==> src/rtl/wb_tracker_if.sv <==
// Bundle of rename/writeback/completion/commit signals for the tracker.
// Latency: none (wires only).
// Backpressure: commit side uses valid/ready; allocation is gated by full_o.
interface wb_tracker_if;
    // writeback
    logic       p0_wen;
    logic [5:0] p0_we_dest;
    // completion
    logic       rob_valid_i;
    logic [4:0] rob_id_i;
    // allocation
    logic       alloc_valid_i;
    logic [5:0] alloc_preg_i;
    logic [4:0] alloc_id_o;
    logic       full_o;
    // operand readiness queries
    logic [5:0] rs_preg_a_i;
    logic [5:0] rs_preg_b_i;
    logic       rs_ready_a_o;
    logic       rs_ready_b_o;
    // commit
    logic       commit_valid_o;
    logic [4:0] commit_id_o;
    logic       commit_ready_i;
    // flush
    logic       flush_i;

    // driver side (rename / execute / retire logic)
    modport master (
        output p0_wen, p0_we_dest, rob_valid_i, rob_id_i,
               alloc_valid_i, alloc_preg_i, rs_preg_a_i, rs_preg_b_i,
               commit_ready_i, flush_i,
        input  alloc_id_o, full_o, rs_ready_a_o, rs_ready_b_o,
               commit_valid_o, commit_id_o
    );

    // tracker side
    modport slave (
        input  p0_wen, p0_we_dest, rob_valid_i, rob_id_i,
               alloc_valid_i, alloc_preg_i, rs_preg_a_i, rs_preg_b_i,
               commit_ready_i, flush_i,
        output alloc_id_o, full_o, rs_ready_a_o, rs_ready_b_o,
               commit_valid_o, commit_id_o
    );
endinterface

==> src/rtl/wb_tracker.sv <==
// Physical-register scoreboard plus 32-entry in-order ROB completion tracker.
// Latency: queries combinational with writeback bypass; completion visible one edge later.
// Backpressure: allocation refused while full; head commit held until commit_ready_i.
module wb_tracker (
    input  logic         cpu_clock_i,
    input  logic         cpu_reset_i,
    wb_tracker_if.slave  bus
);

    logic [63:0] ready;
    logic [63:0] ready_nxt;
    logic [31:0] done;
    logic [31:0] done_nxt;
    logic [4:0]  head;
    logic [4:0]  head_nxt;
    logic [4:0]  tail;
    logic [4:0]  tail_nxt;
    logic [5:0]  count;
    logic [5:0]  count_nxt;

    logic        full;
    logic        commit_valid;
    logic        alloc_accept;
    logic        retire;
    logic        wb_live;

    // Occupancy and handshake qualifiers; a flush cancels every update.
    always_comb begin
        full         = (count == 6'd32);
        commit_valid = (count != 6'd0) && done[head];
        alloc_accept = bus.alloc_valid_i && !full && !bus.flush_i;
        retire       = commit_valid && bus.commit_ready_i && !bus.flush_i;
        wb_live      = bus.p0_wen && (bus.p0_we_dest != 6'd0);
    end

    // Output drive: commit_valid_o deliberately ignores commit_ready_i.
    always_comb begin
        bus.full_o         = full;
        bus.commit_valid_o = commit_valid;
        bus.commit_id_o    = head;
        bus.alloc_id_o     = tail;
        bus.rs_ready_a_o   = ready[bus.rs_preg_a_i] |
                             (wb_live && (bus.p0_we_dest == bus.rs_preg_a_i));
        bus.rs_ready_b_o   = ready[bus.rs_preg_b_i] |
                             (wb_live && (bus.p0_we_dest == bus.rs_preg_b_i));
    end

    // Next-state for the register scoreboard: allocation clear beats writeback set.
    always_comb begin
        ready_nxt = ready;
        if (wb_live && !bus.flush_i) begin
            ready_nxt[bus.p0_we_dest] = 1'b1;
        end
        if (alloc_accept && (bus.alloc_preg_i != 6'd0)) begin
            ready_nxt[bus.alloc_preg_i] = 1'b0;
        end
        if (bus.flush_i) begin
            ready_nxt = '1;
        end
        ready_nxt[0] = 1'b1;
    end

    // Next-state for ROB done bits: clearing the freshly allocated entry beats completion.
    always_comb begin
        done_nxt = done;
        if (bus.rob_valid_i && !bus.flush_i) begin
            done_nxt[bus.rob_id_i] = 1'b1;
        end
        if (alloc_accept) begin
            done_nxt[tail] = 1'b0;
        end
        if (bus.flush_i) begin
            done_nxt = '0;
        end
    end

    // Next-state for pointers and occupancy; 5-bit pointers wrap 31 -> 0 naturally.
    always_comb begin
        head_nxt  = head;
        tail_nxt  = tail;
        count_nxt = count;
        if (alloc_accept) begin
            tail_nxt = tail + 5'd1;
        end
        if (retire) begin
            head_nxt = head + 5'd1;
        end
        case ({alloc_accept, retire})
            2'b10:   count_nxt = count + 6'd1;
            2'b01:   count_nxt = count - 6'd1;
            default: count_nxt = count;
        endcase
        if (bus.flush_i) begin
            head_nxt  = 5'd0;
            tail_nxt  = 5'd0;
            count_nxt = 6'd0;
        end
    end

    // State registers; reset empties the ROB and marks every register ready.
    always_ff @(posedge cpu_clock_i or posedge cpu_reset_i) begin
        if (cpu_reset_i) begin
            ready <= '1;
            done  <= '0;
            head  <= 5'd0;
            tail  <= 5'd0;
            count <= 6'd0;
        end else begin
            ready <= ready_nxt;
            done  <= done_nxt;
            head  <= head_nxt;
            tail  <= tail_nxt;
            count <= count_nxt;
        end
    end

endmodule

==> src/flat_wrapper.sv <==
// flat-port wrapper written by rule: the top's interface ports become plain ports
module wb_tracker_flat 
  (cpu_clock_i, cpu_reset_i, bus_p0_wen, bus_p0_we_dest, bus_rob_valid_i, bus_rob_id_i, bus_alloc_valid_i, bus_alloc_preg_i, bus_rs_preg_a_i, bus_rs_preg_b_i, bus_commit_ready_i, bus_flush_i, bus_alloc_id_o, bus_full_o, bus_rs_ready_a_o, bus_rs_ready_b_o, bus_commit_valid_o, bus_commit_id_o);
  wb_tracker_if bus_i ();
  input  logic cpu_clock_i;
  input  logic cpu_reset_i;
  input wire logic [$bits(bus_i.p0_wen)-1:0] bus_p0_wen;
  input wire logic [$bits(bus_i.p0_we_dest)-1:0] bus_p0_we_dest;
  input wire logic [$bits(bus_i.rob_valid_i)-1:0] bus_rob_valid_i;
  input wire logic [$bits(bus_i.rob_id_i)-1:0] bus_rob_id_i;
  input wire logic [$bits(bus_i.alloc_valid_i)-1:0] bus_alloc_valid_i;
  input wire logic [$bits(bus_i.alloc_preg_i)-1:0] bus_alloc_preg_i;
  input wire logic [$bits(bus_i.rs_preg_a_i)-1:0] bus_rs_preg_a_i;
  input wire logic [$bits(bus_i.rs_preg_b_i)-1:0] bus_rs_preg_b_i;
  input wire logic [$bits(bus_i.commit_ready_i)-1:0] bus_commit_ready_i;
  input wire logic [$bits(bus_i.flush_i)-1:0] bus_flush_i;
  output wire logic [$bits(bus_i.alloc_id_o)-1:0] bus_alloc_id_o;
  output wire logic [$bits(bus_i.full_o)-1:0] bus_full_o;
  output wire logic [$bits(bus_i.rs_ready_a_o)-1:0] bus_rs_ready_a_o;
  output wire logic [$bits(bus_i.rs_ready_b_o)-1:0] bus_rs_ready_b_o;
  output wire logic [$bits(bus_i.commit_valid_o)-1:0] bus_commit_valid_o;
  output wire logic [$bits(bus_i.commit_id_o)-1:0] bus_commit_id_o;
  assign bus_i.p0_wen = bus_p0_wen;
  assign bus_i.p0_we_dest = bus_p0_we_dest;
  assign bus_i.rob_valid_i = bus_rob_valid_i;
  assign bus_i.rob_id_i = bus_rob_id_i;
  assign bus_i.alloc_valid_i = bus_alloc_valid_i;
  assign bus_i.alloc_preg_i = bus_alloc_preg_i;
  assign bus_i.rs_preg_a_i = bus_rs_preg_a_i;
  assign bus_i.rs_preg_b_i = bus_rs_preg_b_i;
  assign bus_i.commit_ready_i = bus_commit_ready_i;
  assign bus_i.flush_i = bus_flush_i;
  assign bus_alloc_id_o = bus_i.alloc_id_o;
  assign bus_full_o = bus_i.full_o;
  assign bus_rs_ready_a_o = bus_i.rs_ready_a_o;
  assign bus_rs_ready_b_o = bus_i.rs_ready_b_o;
  assign bus_commit_valid_o = bus_i.commit_valid_o;
  assign bus_commit_id_o = bus_i.commit_id_o;
  wb_tracker u_core (.cpu_clock_i(cpu_clock_i), .cpu_reset_i(cpu_reset_i), .bus(bus_i));
endmodule
==> config.mk <==
export PLATFORM = sky130hd
export DESIGN_NAME = wb_tracker_flat
export DESIGN_NICKNAME = d
export VERILOG_FILES = /design/src/rtl/wb_tracker_if.sv /design/src/rtl/wb_tracker.sv /design/src/flat_wrapper.sv
export SDC_FILE = /design/constraint.sdc
export NUM_CORES = 1
export LEC_CHECK = 0
export CORE_MARGIN = 1.5
export CORE_UTILIZATION = 55
export CTS_BUF_LIST = sky130_fd_sc_hd__clkbuf_4 sky130_fd_sc_hd__clkbuf_8
export CTS_CLUSTER_DIAMETER = 150
export DETAILED_ROUTE_END_ITERATION = 6
export PLACE_DENSITY = 0.75
export SKIP_CTS_REPAIR_TIMING = 1
export SLEW_MARGIN = 20
export SYNTH_ARGS = -nofsm -noshare
export SYNTH_HDL_FRONTEND = slang
export SYNTH_SLANG_ARGS = --single-unit
==> constraint.sdc <==
create_clock -name cpu_clock_i -period 5.4 [get_ports cpu_clock_i]
set_input_delay 0.54 -clock cpu_clock_i [delete_from_list [all_inputs] [get_ports cpu_clock_i]]
set_output_delay 0.54 -clock cpu_clock_i [all_outputs]
set_load 0.03 [all_outputs]
==> reports/metrics.cfg <==
[run_status]
outcome = finished, final reports clean

[clock_tree]
cts_sinks = 111
htreeDepth = 3
cts_made_buffers = 9
cts-root-buf = clkbuf_8
clk_path_buf_depth = 2
clk_latency_ns = 0.40
clk_pin_slew_worst_paths_ns = 0.11
cts_tree = done

[pwr]
p_sw_frac = 0.277
switchingPower_uw = 443
total_power_uw = 1600
ir_drop_mv = 0.155
power_frac_seq = 0.531
p_int_uw = 1160
leakage_uw = 0.00304
power_density_mw_per_mm2 = 204
clkPwrFrac = 0.328
power_frac_comb = 0.141

[timing]
min_period_over_period = 0.808
relSlewSlack = 0.328
worstMarginPinSlew_ns = 1.00
rsz0062_at_grt = false
slew_viol_final = 0
setup_viol = 0
final-hold-violation-count = 0
setup_tns_ns = 0
period_minus_slack_ns = 4.36
clock_skew_ns = 0.0125
fmax_ghz = 0.229

[routing]
routed_wl_mm = 19.8
via_per_inst = 6.59
first_pass_iters = 5
wl_per_cell_um = 22.1
drc = 0
route.vias.total = 5915
first_iter_violations = 490
drtAntennaViolNets = 0

[global_routing]
overflow = 0
grt_max_degree = 79
grt_util_all_layers = 0.308
grt_first_pass_wirelength_mm = 31.5
first_global_vias = 5899
antenna_found_initial = 0

[critical_path]
crit_fanout = 14
end_kind = flip-flop
crit_type = flip-flop to flip-flop
cp.required_ns = 5.69
cp_data_arrival_time_ns = 4.65
start_kind = flip-flop

[floorplan]
rows = 41
die_h_um = 117
start_util = 0.564
die_w_um = 117
io_pins = 50
core-area_mm2 = 0.0126
dieArea_mm2 = 0.0136

[final_layout]
fin_cells = 897
diodes = 0
multi_input_area_mm2 = 0.00402
drive_gt1_frac = 0.222
regArea_mm2 = 0.00286
nNetsFinal = 766
syn_to_final_growth_pct = 10.4
final_util = 0.623
num-fill-cells = 1048

[synthesis]
synthesis.area_mm2 = 0.00712
syn_nets = 757
ys_ff_latch = 111
yosysWarningCount = 0
synth_top_area_frac = 0.232
synth-edff-count = 0
synth.area.top_cells = dfstp_2 23%, dfrtp_1 17%, mux4_2 10%
syn_inst = 711
synthFlopType = dfstp_2
yosysTopAreaCell = dfstp_2
avgSynthCellArea_um2 = 10.0
ys_seq_area_frac = 0.401
synthDistinctLibCells = 53
postSynth.asyncResetShare = 1.00

[place]
gp_congestion = 0.957
port_buffers = 49
dp_hpwl_mm = 13.7
place_inst = 881

[job]
drv_cap = 0

[hold_path]
hp-class = flip-flop to flip-flop

==> registers in the layout, indices dropped and copies added, names as in the netlist <==
| signal | cells |
|---|---|
| u_core.count | 6 |
| u_core.ready | 63 |
| u_core.done | 32 |
| u_core.bus.alloc_id_o | 5 |
| u_core.bus.commit_id_o | 5 |
==> synthesized netlist by cell type (all sizes together) (8+ instances only) <==
library cell  number
a211oi            13
a21oi            119
a311oi            24
and3b             10
buf               19
clkbuf            38
dfrtp             48
dfstp             63
ha                 9
inv                8
mux2i             21
mux4              35
nand2             15
nor2              95
nor3              11
nor3b             12
o21bai            49
or2               23
xnor2             13
xor2              10
==> critical path: stages, from the launching register on <==
cell and delay [ns]:
dfrtp_1 0.82, mux2i_1 0.16, mux4_2 0.53, a31oi_4 0.24, o2111ai_4 0.27, nor3_1 0.62
ha_1 0.35, a21o_1 0.17, a21oi_1 0.24, o21bai_1 0.11, a21o_1 0.20, a31oi_1 0.19
mux2_2 0.35
==> power groups by stage <==
| stage | clock (µW) | combinational, µW | sequential [µW] |
|---|---|---|---|
| after floorplan | 0 | 142 | 865 |
| after global placement | 0 | 220 | 864 |
| after detailed placement | 0 | 224 | 864 |
| after CTS | 532 | 224 | 850 |
| after global routing | 567 | 242 | 852 |
| final | 525 | 226 | 851 |
==> per-stage QoR <==
step / hold slack, ns / area, µm² / worst slack, ns
floorplan: 0.506 / 7120 / 1.24
global placement: 0.540 / 7650 / 1.22
detailed placement: 0.549 / 7660 / 1.09
CTS: 0.559 / 7860 / 1.08
global route: 0.584 / 7860 / 0.807
finish: 0.562 / 7860 / 1.04
==> cells in the final DEF, fill, tap and decap left out, types with 3 or more instances in the layout <==
cell	n
a21oi_1	119
nor2_1	95
dfstp_2	63
o21bai_1	49
clkdlybuf4s50_1	48
dfrtp_1	48
mux4_2	33
a311oi_1	24
mux2i_1	21
or2_2	20
nand2_1	15
a211oi_1	13
xnor2_1	12
nor3_1	11
xor2_1	10
and3b_1	10
clkbuf_8	10
ha_1	9
nor3b_1	8
inv_1	7
nor2b_1	6
mux2_2	6
nand3_1	6
nand3b_1	6
buf_4	6
o21ai_0	5
or3b_2	5
a31oi_1	5
or3_1	4
and3_1	4
nor3b_2	4
and2_1	3
nand2b_1	3
or2_1	3
==> logic make-up (layout without fill, tap and decap cells) <==
kind of cell,after synthesis,in the layout,synth area share
compound gates,230,230,0.209
xor+xnor,23,23,0.0309
fa+ha+maj,10,10,0.0186
buf+inv,65,79,0.0373
flops,111,111,0.401
mux,63,63,0.153
simple gates,209,209,0.151
==> layout make-up <==
cell class | count | share of cell area
inverters | 8 | 0.00414
clock inverters | 5 | 0.00732
repair buffers | 55 | 0.0675
clock buffers | 11 | 0.0185
multi-input cells | 535 | 0.512
well taps | 172 | 0.0274
flip-flops and latches | 111 | 0.363
==> metal layers <==
layer | track usage | part of all wire
met1 | 0.394 | 0.39
met2 | 0.507 | 0.48
met3 | 0.0633 | 0.085
met4 | 0.142 | 0.038
met5 | 0 | 0
==> path summary, 6_finish.rpt <==
check	from	endpoint	slack, ns	cells past startpoint
min	u_core.ready[27]$_DFF_PP1_	u_core.ready[27]$_DFF_PP1_	0.56	2
max	u_core.bus.commit_id_o[0]$_DFFE_PP0P_	u_core.count[5]$_DFFE_PP0P_	1.04	12
max in group asynchronous	cpu_reset_i	u_core.done[8]$_DFF_PP0_	3.63	3
min reg2reg	u_core.ready[27]$_DFF_PP1_	u_core.ready[27]$_DFF_PP1_	0.56	2
min in group asynchronous	cpu_reset_i	u_core.count[1]$_DFFE_PP0P_	0.60	2
max reg2reg	u_core.bus.commit_id_o[0]$_DFFE_PP0P_	u_core.count[5]$_DFFE_PP0P_	1.04	12
No activity file was read; power rests on OpenSTA's default activity.
